--- config.mk ---
export PLATFORM = sky130hd
export DESIGN_NAME = instr_encoder
export DESIGN_NICKNAME = d
export VERILOG_FILES = /design/src/rtl/instr_enc_pkg.sv /design/src/rtl/instr_word_pack.sv /design/src/rtl/instr_encoder.sv
export SDC_FILE = /design/constraint.sdc
export NUM_CORES = 1
export LEC_CHECK = 0
export CAP_MARGIN = 20
export CORE_MARGIN = 5
export CORE_UTILIZATION = 45
export CTS_CLUSTER_DIAMETER = 100
export CTS_CLUSTER_SIZE = 25
export DETAILED_ROUTE_END_ITERATION = 10
export PLACE_DENSITY_LB_ADDON = 0.15
export RECOVER_POWER = 100
export SYNTH_ARGS = -nofsm -noshare
export SYNTH_HDL_FRONTEND = slang
export SYNTH_HIERARCHICAL = 1
export SYNTH_SLANG_ARGS = --single-unit
--- constraint.sdc ---
create_clock -name clk_i -period 2.17 [get_ports clk_i]
set_input_delay 0.5425 -clock clk_i [delete_from_list [all_inputs] [get_ports clk_i]]
set_output_delay 0.5425 -clock clk_i [all_outputs]
set_load 0.01 [all_outputs]
--- src/rtl/instr_enc_pkg.sv ---
// -----------------------------------------------------------------------------
// instr_enc_pkg
// Shared definitions for the instruction encoder:
//   - 4-bit mnemonic codes accepted on mnem_i
//   - 6-bit MIPS opcode constants matching the main control decoder
//   - encoder FSM state type
//   - helper that packs an I-type word
// Optional feature macro: INSTR_ENC_EXT_BRANCH_EN (bge/bgt become legal).
// -----------------------------------------------------------------------------
package instr_enc_pkg;

   // Mnemonic codes (9-15 are always illegal)
   localparam logic [3:0] MN_R    = 4'd0;
   localparam logic [3:0] MN_BEQ  = 4'd1;
   localparam logic [3:0] MN_BNE  = 4'd2;
   localparam logic [3:0] MN_BGE  = 4'd3;
   localparam logic [3:0] MN_BGT  = 4'd4;
   localparam logic [3:0] MN_ADDI = 4'd5;
   localparam logic [3:0] MN_SLTI = 4'd6;
   localparam logic [3:0] MN_LW   = 4'd7;
   localparam logic [3:0] MN_SW   = 4'd8;

   // Opcodes as consumed by the control decoder
   localparam logic [5:0] OP_R    = 6'b000000;
   localparam logic [5:0] OP_BEQ  = 6'b000100;
   localparam logic [5:0] OP_BNE  = 6'b000101;
   localparam logic [5:0] OP_BGE  = 6'b000001;
   localparam logic [5:0] OP_BGT  = 6'b000111;
   localparam logic [5:0] OP_ADDI = 6'b001000;
   localparam logic [5:0] OP_SLTI = 6'b001010;
   localparam logic [5:0] OP_LW   = 6'b100011;
   localparam logic [5:0] OP_SW   = 6'b101011;

   typedef enum logic [1:0] {
      ST_IDLE  = 2'd0,
      ST_WRITE = 2'd1,
      ST_FULL  = 2'd2
   } enc_state_t;

   function automatic logic [31:0] pack_itype(input logic [5:0]  op,
                                              input logic [4:0]  rs,
                                              input logic [4:0]  rt,
                                              input logic [15:0] imm);
      return {op, rs, rt, imm};
   endfunction

endpackage

--- src/rtl/instr_word_pack.sv ---
// -----------------------------------------------------------------------------
// instr_word_pack
// Combinational packer: mnemonic plus instruction fields -> 32-bit MIPS word
// and a legal flag. Illegal mnemonics produce word 0 with o_legal=0.
// Optional feature macro: INSTR_ENC_EXT_BRANCH_EN (bge/bgt legal when defined).
// Ports:
//   i_mnem   [3:0]  mnemonic code
//   i_rs/i_rt/i_rd/i_shamt [4:0], i_funct [5:0], i_imm [15:0]  fields
//   o_word   [31:0] packed instruction
//   o_legal         mnemonic is encodable in this build
// -----------------------------------------------------------------------------
module instr_word_pack
   import instr_enc_pkg::*;
(
   input  logic [3:0]  i_mnem,
   input  logic [4:0]  i_rs,
   input  logic [4:0]  i_rt,
   input  logic [4:0]  i_rd,
   input  logic [4:0]  i_shamt,
   input  logic [5:0]  i_funct,
   input  logic [15:0] i_imm,
   output logic [31:0] o_word,
   output logic        o_legal
);

   always_comb begin
      o_word  = '0;
      o_legal = 1'b0;
      case (i_mnem)
         MN_R: begin
            o_word  = {OP_R, i_rs, i_rt, i_rd, i_shamt, i_funct};
            o_legal = 1'b1;
         end
         MN_BEQ: begin
            o_word  = pack_itype(OP_BEQ, i_rs, i_rt, i_imm);
            o_legal = 1'b1;
         end
         MN_BNE: begin
            o_word  = pack_itype(OP_BNE, i_rs, i_rt, i_imm);
            o_legal = 1'b1;
         end
`ifdef INSTR_ENC_EXT_BRANCH_EN
         MN_BGE: begin
            o_word  = pack_itype(OP_BGE, i_rs, i_rt, i_imm);
            o_legal = 1'b1;
         end
         MN_BGT: begin
            o_word  = pack_itype(OP_BGT, i_rs, i_rt, i_imm);
            o_legal = 1'b1;
         end
`endif
         MN_ADDI: begin
            o_word  = pack_itype(OP_ADDI, i_rs, i_rt, i_imm);
            o_legal = 1'b1;
         end
         MN_SLTI: begin
            o_word  = pack_itype(OP_SLTI, i_rs, i_rt, i_imm);
            o_legal = 1'b1;
         end
         MN_LW: begin
            o_word  = pack_itype(OP_LW, i_rs, i_rt, i_imm);
            o_legal = 1'b1;
         end
         MN_SW: begin
            o_word  = pack_itype(OP_SW, i_rs, i_rt, i_imm);
            o_legal = 1'b1;
         end
         default: begin
            o_word  = '0;
            o_legal = 1'b0;
         end
      endcase
   end

endmodule

--- src/rtl/instr_encoder.sv ---
// -----------------------------------------------------------------------------
// instr_encoder
// Accepts symbolic instruction requests over valid/ready, packs them into
// 32-bit MIPS words and writes them sequentially into instruction memory over
// a write/ack port. A load session starts at start_addr_i (word aligned) and
// stops in FULL after WORD_LIMIT words until load_addr_i restarts it.
// Optional feature macro: INSTR_ENC_EXT_BRANCH_EN (bge/bgt legal when defined).
// Parameters: ADDR_W (byte address width, wraps), WORD_LIMIT (words/session).
// Ports:
//   clk_i, rst_i (async, active low)
//   req_valid_i / req_ready_o           request handshake
//   mnem_i, rs_i, rt_i, rd_i, shamt_i, funct_i, imm_i   request fields
//   load_addr_i, start_addr_i           session restart
//   imem_we_o, imem_addr_o, imem_data_o, imem_ack_i     memory write port
//   err_o (sticky illegal mnemonic), full_o, count_o (words this session)
// -----------------------------------------------------------------------------
module instr_encoder
   import instr_enc_pkg::*;
#(
   parameter int unsigned ADDR_W     = 10,
   parameter int unsigned WORD_LIMIT = 256
)(
   input  logic              clk_i,
   input  logic              rst_i,
   input  logic              req_valid_i,
   output logic              req_ready_o,
   input  logic [3:0]        mnem_i,
   input  logic [4:0]        rs_i,
   input  logic [4:0]        rt_i,
   input  logic [4:0]        rd_i,
   input  logic [4:0]        shamt_i,
   input  logic [5:0]        funct_i,
   input  logic [15:0]       imm_i,
   input  logic              load_addr_i,
   input  logic [ADDR_W-1:0] start_addr_i,
   output logic              imem_we_o,
   output logic [ADDR_W-1:0] imem_addr_o,
   output logic [31:0]       imem_data_o,
   input  logic              imem_ack_i,
   output logic              err_o,
   output logic              full_o,
   output logic [8:0]        count_o
);

   localparam logic [8:0] LIMIT = 9'(WORD_LIMIT);

   enc_state_t        r_state;
   enc_state_t        w_state_next;
   logic              r_we;
   logic [ADDR_W-1:0] r_addr;
   logic [31:0]       r_data;
   logic              r_err;
   logic [8:0]        r_count;

   logic [31:0]       w_word;
   logic              w_legal;
   logic              w_handshake;
   logic              w_ack;
   logic              w_reload;
   logic [8:0]        w_count_inc;

   instr_word_pack u_pack (
      .i_mnem  (mnem_i),
      .i_rs    (rs_i),
      .i_rt    (rt_i),
      .i_rd    (rd_i),
      .i_shamt (shamt_i),
      .i_funct (funct_i),
      .i_imm   (imm_i),
      .o_word  (w_word),
      .o_legal (w_legal)
   );

   assign req_ready_o = (r_state == ST_IDLE) && !load_addr_i;
   assign w_handshake = req_valid_i && req_ready_o;
   // ack only counts while a write is actually outstanding
   assign w_ack       = r_we && imem_ack_i;
   // load_addr_i is ignored while a write is in flight
   assign w_reload    = load_addr_i && (r_state != ST_WRITE);
   assign w_count_inc = r_count + 9'd1;

   always_ff @(posedge clk_i or negedge rst_i) begin
      if (!rst_i) r_state <= ST_IDLE;
      else        r_state <= w_state_next;
   end

   always_comb begin
      w_state_next = r_state;
      case (r_state)
         ST_IDLE: begin
            if (w_handshake && w_legal) w_state_next = ST_WRITE;
         end
         ST_WRITE: begin
            if (w_ack) w_state_next = (w_count_inc == LIMIT) ? ST_FULL : ST_IDLE;
         end
         ST_FULL: begin
            if (load_addr_i) w_state_next = ST_IDLE;
         end
         default: w_state_next = ST_IDLE;
      endcase
   end

   always_ff @(posedge clk_i or negedge rst_i) begin
      if (!rst_i) begin
         r_we    <= 1'b0;
         r_addr  <= '0;
         r_data  <= '0;
         r_err   <= 1'b0;
         r_count <= '0;
      end else if (w_reload) begin
         r_addr  <= {start_addr_i[ADDR_W-1:2], 2'b00};
         r_count <= '0;
         r_err   <= 1'b0;
      end else if (w_handshake) begin
         if (w_legal) begin
            r_data <= w_word;
            r_we   <= 1'b1;
         end else begin
            r_err  <= 1'b1;
         end
      end else if (r_state == ST_WRITE && w_ack) begin
         r_we    <= 1'b0;
         r_addr  <= r_addr + ADDR_W'(4);
         r_count <= w_count_inc;
      end
   end

   assign imem_we_o   = r_we;
   assign imem_addr_o = r_addr;
   assign imem_data_o = r_data;
   assign err_o       = r_err;
   assign full_o      = (r_state == ST_FULL);
   assign count_o     = r_count;

endmodule

; ---- Yosys cells after proc, flatten, opt, wreduce, memory -nomap -nowiden
; Cells that the tools add are included.
[classes]
n_addsub = 2
eq_ne = 16
muxes = 19
n_bitwise = 1
reduce_logical = 18
[ops]
columns = cell, count
row1 = 32-bit case mux with 7 select lines, 1
row2 = 10-bit two-way mux, 3
row3 = 9-bit two-way mux, 3
row4 = "4-bit by 3-bit equality test with 1-bit output, second input constant", 3
row5 = "10-bit by 3-bit adder with 10-bit output, second input constant", 1
row6 = "9-bit by 1-bit adder with 9-bit output, second input constant", 1
row7 = "9-bit equality test, second input constant", 1
row8 = 3-bit AND reduction, 3
row9 = 2-bit two-way mux, 4
row10 = "2-bit by 1-bit != test with 1-bit output, second input constant", 4
row11 = 1-bit two-way mux, 7
row12 = 7-bit OR reduction, 1
row13 = 1-bit logical AND, 6
row14 = "2-bit != test, second input constant", 3
row15 = 2-bit case mux with 3 select lines, 1
row16 = 2-bit nonzero test, 3
row17 = "4-bit by 1-bit equality test with 1-bit output, second input constant", 1
row18 = "4-bit by 2-bit equality test with 1-bit output, second input constant", 1
row19 = "4-bit equality test, second input constant", 1
row20 = 4-bit logical NOT, 1
row21 = 2-bit AND reduction, 2
row22 = "2-bit by 1-bit equality test with 1-bit output, second input constant", 1
row23 = "2-bit equality test, second input constant", 1
row24 = 2-bit logical NOT, 1
row25 = other kinds (2), 2
[word_totals]
ff_bits = 55
in_bits = 61
output_inout_bits = 55
elab_cells = 62

; ---- Depth between registers and ports, before layout
; Gate-level depths: netlist of the first run.
[depth]
depth_word = 6
mapped_depth = 8
ltp_nobuf = 6

; ---- Hierarchy
; The synthesis of the first run kept the hierarchy.
[modules_own_cells]
columns = mod, n_inst, cells_per_inst, area_per_inst_um2, seq_area_each_um2
row1 = instr_encoder, 1, 195, 2346.0, 1326.3
row2 = instr_word_pack, 1, 110, 730.7, 0.0

; ---- Worst setup path after synthesis of the first run
; Ideal clock, no wire load.
[synth_timing]
path_kind = input -> register
startpoint = input mnem_i[3]
endpoint = register r_data[0] (netlist: imem_data_o[0])
setup_time_ns = 0.128
t_arrival_ns = 1.914
t_required_ns = 2.042
path_slack_ns = 0.129
stages = 7
n_path_buf = 3
path_cell_list = clkbuf_2 a22o_1 buf_2 nor2_1 nand3_2 buf_4 mux2_1
[synth_via]
elab_chain_len = 4
elab_cells_between_ends = 11
cone_classes = eq/ne: 6 / mux: 2 / reduce/logical: 3
[synth_rtl]
columns = item, line_no
row1 = start: declaration, instr_encoder.sv:27  ; input logic [3:0] mnem_i,
row2 = 4-bit by 1-bit equality test with 1-bit output (tied with other cells), instr_word_pack.sv:29  ; case (i_mnem)
row3 = 7-bit OR reduction (no source line) (*), --
row4 = 1-bit two-way mux (*), instr_word_pack.sv:29
row5 = named net w_legal, instr_encoder.sv:56  ; logic w_legal;
row6 = 3-bit AND reduction (no source line) (*), --
row7 = end signal: assignment, instr_encoder.sv:116  ; r_data <= w_word;
row8 = end: declaration, instr_encoder.sv:51  ; logic [31:0] r_data;
; Mark *: on every way through the listed nets, which the timed path passes. The rest lies on a longest branch.
; A chain may end at the register's enable or synchronous reset.

; ---- Worst setup path in the final report of the first run
[layout_timing]
startpoint = input load_addr_i
endpoint = output req_ready_o
[layout_via]
elab_chain_len = 2
[layout_rtl]
columns = item, line_no
row1 = start: declaration, instr_encoder.sv:34  ; input logic load_addr_i,
row2 = 1-bit logical NOT, instr_encoder.sv:74  ; assign req_ready_o = (r_state == ST_IDLE) && !load_addr_i;
row3 = 1-bit logical AND, instr_encoder.sv:74
row4 = end: declaration, instr_encoder.sv:26  ; output logic req_ready_o,
; Every way passes these cells.

==> results of run 1 <==
## timing repair
item                                    4_1_cts  5_1_grt
hold buffers                                  0        0
setup buffers                                 3        0
gates resized for setup                       1        0
endpoints found under the setup margin       19        0
## Yosys cell counts (2+ instances only)
cell type and instances:
dfrtp_1 53, mux2_1 32, nor2b_1 20, nand2_1 19, nand2b_1 17, a22oi_1 15, nor2_1 15, o21ai_0 14
o21ai_1 13, nor3b_1 11, a21oi_1 10, buf_4 9, nor3_1 6, inv_1 5, xnor2_1 5, and3_1 4
buf_2 4, clkbuf_1 4, nand3_1 4, a31oi_1 3, buf_6 3, nand4_1 3, xor2_1 3, a21o_1 2
a22o_1 2, conb_1 2, ha_1 2, nor3_4 2, nor4_1 2, o31ai_1 2
## logic make-up (layout without fill, tap and decap cells)
group                    Yosys count  after routing  share of synthesized area, %
AND/OR/NAND/NOR                  110            110                          21.7
AO/OA/AOI/OAI                     71             71                          14.6
flip-flops                        53             53                          43.1
multiplexers                      33             33                          12.1
buffers and inverters             26            154                          5.20
XOR/XNOR                           8              8                          2.28
adder cells (fa/ha/maj)            2              2                         0.813
other                              2              3                         0.244
## critical path, stage by stage
cell and delay [ps]:
dlygate4sd3_1 590, nor3_4 130, dlygate4sd2_1 290
## final cells by class
class                           instances  area share (%)
Multi-Input combinational cell        227            35.3
Timing Repair Buffer                  141            30.6
Sequential cell                        53            29.6
Tap cell                               80            2.23
Clock buffer                            6            1.62
Inverter                                5           0.418
Clock inverter                          2           0.307
## power groups by stage
stage,logic (W),registers [W],clock network (W)
2_1_floorplan,0.000595,0.00171,0
3_3_place_gp,0.00170,0.00157,0
3_5_place_dp,0.00173,0.00159,0
4_1_cts,0.00175,0.00158,0.000586
5_1_grt,0.00172,0.00161,0.000617
6_report,0.00158,0.00156,0.000562
## flip-flops by register name, indices dropped and copies added (netlist names)
name	count
imem_data_o	32
count_o	9
imem_addr_o	8
r_state	2
err_o	1
imem_we_o	1
## stage by stage
step                      cell area (um^2)  instances  setup WS (ps)
after floorplan                       3080        306            129
after global placement                4390        503           -346
after detailed placement              4390        503           -402
after CTS                             4520        514           61.6
after global routing                  4490        514           8.61
final                                 4490        514           65.9
## final timing paths
kind	slack, ps	to
worst min register to register	490	imem_data_o[2]$_DFFE_PN0P_
max in group asynchronous	420	imem_addr_o[3]$_DFFE_PN0P_
min in group asynchronous	680	imem_data_o[19]$_DFFE_PN0P_
worst max-delay path	70	req_ready_o
worst max register to register	480	count_o[7]$_DFFE_PN0P_
worst min-delay path	490	imem_data_o[2]$_DFFE_PN0P_
## routing by layer
| layer | vias up | GRT usage, % | routed length [um] |
|---|---|---|---|
| li1 | 1332 | - | - |
| met1 | 1332 | 24.8 | 3750 |
| met2 | 80 | 33.2 | 3850 |
| met3 | 6 | 4.31 | 421 |
| met4 | 0 | 4.15 | 59 |
| met5 | - | 0 | 0 |
==> results.sh, run 1 <==
export IMPL_die_area_um2=8590
export IMPL_dpl_hpwl_mm=6.04
export IMPL_synth_area_leaders="dfrtp_1 (43%), mux2_1 (12%), nor2b_1 (4.1%), a22oi_1 (3.7%), nand2b_1 (3.5%)"
export IMPL_tightest_slew_ps=1720
export IMPL_leakage_nw=2.01
export IMPL_syn2layout_area_growth_pct=45.9
export IMPL_crit_path_start="load_addr_i"
export IMPL_antenna_found_initial=0
export IMPL_grt_max_degree=33
export IMPL_syn_inst=305
export IMPL_p_comb_share_pct=42.7
export IMPL_maxCapViolations=1
export IMPL_yosys_area_top_type="dfrtp_1"
export IMPL_routed_via_count=2750
export IMPL_root_buffer="clkbuf_8"
export IMPL_clock_fmax_mhz=475
export IMPL_sw_frac_of_total_pct=34.3
export IMPL_synthFlopType="dfrtp_1"
export IMPL_violations="capacitance limit, slew limit"
export IMPL_synth_area_um2=3080
export IMPL_core_rowCount=30
export IMPL_multi_input_area_um2=1580
export IMPL_setup_viol=0
export IMPL_yosys_warnings=6
export IMPL_yosysTopAreaCellShare_pct=43.1
export IMPL_synth_cell_types=49
export IMPL_power_w=0.00370
export IMPL_path_clk_slew_ps=90
export IMPL_clock_skew_ps=10.4
export IMPL_worstPathMaxFanout=2
export IMPL_fin_nets=496
export IMPL_regArea_um2=1330
export IMPL_min_period_ps=2100
export IMPL_crit_path_start_kind="input port"
export IMPL_maxSlewViolCount=33
export IMPL_final_cell_mix="clkdlybuf4s50_1 (56), dfrtp_1 (53), dlygate4sd3_1 (53)"
export IMPL_p_int_w=0.00243
export IMPL_avgRoutedWirePerCell_um=15.7
export IMPL_outcome="finished with violations"
export IMPL_grt_overflow=0
export IMPL_port_buffers=111
export IMPL_regToRegStartpoint="r_state[0]$_DFFE_PN0P_"
export IMPL_worstSkewPairLatency_ps=310
export IMPL_drtIter0Drc=73
export IMPL_hold_ws_ps=492
export IMPL_critPathArrivalTime_ps=1560
export IMPL_initial_core_util_pct=45.8
export IMPL_seq_power_share_pct=42.1
export IMPL_cts_buffers=5
export IMPL_rsz0062_at_grt="no"
export IMPL_drc=0
export IMPL_fin_crit_sh_pct=97.0
export IMPL_pin_count=116
export IMPL_p_clk_share_pct=15.2
export IMPL_critPathRequiredTime_ps=1630
export IMPL_seq_area_frac_synth_pct=43.1
export IMPL_die_w_um=92.7
export IMPL_drive_gt1_share_pct=9.45
export IMPL_reg2regPathDepth=4
export IMPL_num_antenna_cells=0
export IMPL_slew_headroom_pct=-14.7
export IMPL_powerDensity_nw_per_um2=823
export IMPL_final_common_cell="clkdlybuf4s50_1"
export IMPL_coreArea_um2=6720
export IMPL_finalSetupTns_ps=0
export IMPL_endpoint_kind="primary output"
export IMPL_htree_levels=2
export IMPL_grt_usage_pct=19.2
export IMPL_cts_tree="done"
export IMPL_grt_pass1_wl_mm=13.5
export IMPL_dieHeight_um=92.7
export IMPL_post_route_util_pct=66.8
export IMPL_globalplace_congestion=0.766
export IMPL_clock_sinks=53
export IMPL_synthArstFlopShare_pct=100
export IMPL_firstDrtPassIters=4
export IMPL_peakVddDrop_v=0.000571
export IMPL_grt_pass1_vias=2827
export IMPL_wirelength_mm=8.08
export IMPL_whs_path_depth=1
export IMPL_synth_seq_cells=53
export IMPL_hold_viol=0
export IMPL_final_antenna_net_count=0
export IMPL_vias_per_cell=5.35
export IMPL_hp_start="imem_data_o[2]$_DFFE_PN0P_"
export IMPL_critical_path_class="in2out"
export IMPL_cts_max_path_buffers=2
export IMPL_synth_edf_count=0
export IMPL_nFillCells=567
export IMPL_hp_class="reg2reg"
export IMPL_avgSynthCellArea_um2=10.1
export IMPL_p_sw_w=0.00127
No activity file was read; power rests on OpenSTA's default activity.
==> run 2: changes to the inputs <==
--- a/config.mk
+++ b/config.mk
@@ -11,6 +11,7 @@
 export CTS_CLUSTER_DIAMETER = 100
 export CTS_CLUSTER_SIZE = 25
 export DETAILED_ROUTE_END_ITERATION = 10
+export GPL_ROUTABILITY_DRIVEN = 0
 export PLACE_DENSITY_LB_ADDON = 0.15
 export RECOVER_POWER = 100
 export SYNTH_ARGS = -nofsm -noshare
==> results of run 2 <==
The final DEF is identical to that of run 1; final timing and power are the same.
==> run 3: changes to the inputs <==
--- a/config.mk
+++ b/config.mk
@@ -8,6 +8,7 @@
 export CAP_MARGIN = 20
 export CORE_MARGIN = 5
 export CORE_UTILIZATION = 45
+export CTS_BUF_LIST = sky130_fd_sc_hd__clkbuf_8
 export CTS_CLUSTER_DIAMETER = 100
 export CTS_CLUSTER_SIZE = 25
 export DETAILED_ROUTE_END_ITERATION = 10
==> results.sh, run 3 (synthesis results as in run 1) <==
export IMPL_root_buffer="clkbuf_8"
export IMPL_multi_input_area_um2=1580
export IMPL_p_clk_share_pct=15.1
export IMPL_syn2layout_area_growth_pct=45.5
export IMPL_drtIter0Drc=63
export IMPL_rrSetupSlack_ps=490
export IMPL_hp_start="imem_data_o[2]$_DFFE_PN0P_"
export IMPL_final_antenna_net_count=0
export IMPL_leakage_nw=2.01
export IMPL_vias_per_cell=5.34
export IMPL_finalSetupTns_ps=0
export IMPL_regToRegStartpoint="r_state[0]$_DFFE_PN0P_"
export IMPL_port_buffers=111
export IMPL_crit_path_start_kind="input port"
export IMPL_grt_pass1_vias=2816
export IMPL_slew_headroom_pct=-14.9
export IMPL_dpl_hpwl_mm=6.04
export IMPL_cts_max_path_buffers=2
export IMPL_maxCapViolations=1
export IMPL_seq_power_share_pct=42.2
export IMPL_reg2regPathDepth=4
export IMPL_critical_path_class="in2out"
export IMPL_power_w=0.00369
export IMPL_hold_buffers=0
export IMPL_initial_core_util_pct=45.8
export IMPL_critPathRequiredTime_ps=1630
export IMPL_path_clk_slew_ps=100
export IMPL_firstDrtPassIters=4
export IMPL_p_int_w=0.00242
export IMPL_place_inst=503
export IMPL_worstSkewPairLatency_ps=300
export IMPL_final_common_cell="clkdlybuf4s50_1"
export IMPL_drc=0
export IMPL_nFillCells=569
export IMPL_critPathArrivalTime_ps=1560
export IMPL_final_cells=514
export IMPL_cts_buffers=5
export IMPL_endpoint_kind="primary output"
export IMPL_largest_reg_flops=32
export IMPL_tightest_slew_ps=1720
export IMPL_dieHeight_um=92.7
export IMPL_sw_frac_of_total_pct=34.3
export IMPL_grt_max_degree=33
export IMPL_core_rowCount=30
export IMPL_outcome="finished with violations"
export IMPL_final_cell_mix="clkdlybuf4s50_1 (56), dfrtp_1 (53), dlygate4sd3_1 (53)"
export IMPL_pin_count=116
export IMPL_regArea_um2=1330
export IMPL_clock_sinks=53
export IMPL_fin_nets=496
export IMPL_powerDensity_nw_per_um2=824
export IMPL_p_comb_share_pct=42.8
export IMPL_min_period_ps=2100
export IMPL_holdPathEnd="imem_data_o[2]$_DFFE_PN0P_"
export IMPL_clock_fmax_mhz=475
export IMPL_die_area_um2=8590
export IMPL_grt_overflow=0
export IMPL_timing_rr_end="count_o[7]$_DFFE_PN0P_"
export IMPL_coreArea_um2=6720
export IMPL_worstPathMaxFanout=2
export IMPL_die_w_um=92.7
export IMPL_avgRoutedWirePerCell_um=15.7
export IMPL_antenna_found_initial=0
export IMPL_p_sw_w=0.00127
export IMPL_fin_crit_sh_pct=97.0
export IMPL_clock_skew_ps=9.93
export IMPL_cts_tree="done"
export IMPL_hp_class="reg2reg"
export IMPL_setup_viol=0
export IMPL_grt_usage_pct=19.3
export IMPL_drive_gt1_share_pct=9.45
export IMPL_htree_levels=2
export IMPL_num_antenna_cells=0
export IMPL_rsz0062_at_grt="no"
export IMPL_post_route_util_pct=66.6
export IMPL_violations="capacitance limit, slew limit"
export IMPL_whs_path_depth=1
export IMPL_routed_via_count=2745
export IMPL_grt_pass1_wl_mm=13.5
export IMPL_peakVddDrop_v=0.000568
export IMPL_maxSlewViolCount=33
export IMPL_hold_ws_ps=493
export IMPL_wirelength_mm=8.08
export IMPL_hold_viol=0
run 3: cell count changes in the layout (fill, tap and decap cells not counted), sizes merged:
cell / change
inv: +1
clkbuf: -1
run 3: worst max path at each step:
stage / start / to / slack [ps] / depth (start not counted)
floorplan: mnem_i[3] / imem_data_o[0]$_DFFE_PN0P_ / 130 / 7
global placement: mnem_i[0] / imem_data_o[3]$_DFFE_PN0P_ / -350 / 6
detailed placement: mnem_i[0] / imem_data_o[3]$_DFFE_PN0P_ / -400 / 6
CTS: r_state[1]$_DFFE_PN0P_ / full_o / 60 / 2
global route: mnem_i[0] / imem_data_o[26]$_DFFE_PN0P_ / 9 / 7
finish: load_addr_i / req_ready_o / 70 / 3
run 3: power groups by stage:
stage          Combinational [W]  Sequential (W)  Clock [W]
4_1_cts                  0.00175         0.00158   0.000582
3_3_place_gp             0.00170         0.00157          0
3_5_place_dp             0.00173         0.00159          0
2_1_floorplan           0.000595         0.00171          0
5_1_grt                  0.00172         0.00161   0.000613
6_report                 0.00158         0.00156   0.000556
run 3: through the flow:
stage / instance area [um^2] / setup slack [ps]
2_1_floorplan: 3080 / 129
3_3_place_gp: 4390 / -346
3_5_place_dp: 4390 / -402
4_1_cts: 4510 / 61.6
5_1_grt: 4480 / 8.61
6_report: 4480 / 65.9
run 3: cell type report:
| class | instances | share of cell area (%) |
|---|---|---|
| clock buffers | 5 | 1.54 |
| clock inverters | 3 | 0.391 |
| inverters | 5 | 0.419 |
| multi-input cells | 227 | 35.4 |
| flip-flops and latches | 53 | 29.6 |
| well taps | 80 | 2.24 |
| repair buffers | 141 | 30.4 |
run 3: critical path: stages:
cell and delay, ps:
dlygate4sd3_1 590, nor3_4 130, dlygate4sd2_1 290
run 3: layer usage:
layer	global-route usage (%)	vias to the layer above	wire [um]
li1	-	1331	-
met1	24.8	1324	3710
met2	33.2	86	3880
met3	4.31	4	440
met4	4.15	0	48
met5	0	-	0
run 3: timing repair:
item / 4_1_cts / 5_1_grt
endpoints found under the setup margin: 19 / 0
gates resized for setup: 1 / 0
buffers inserted: 3 / 0
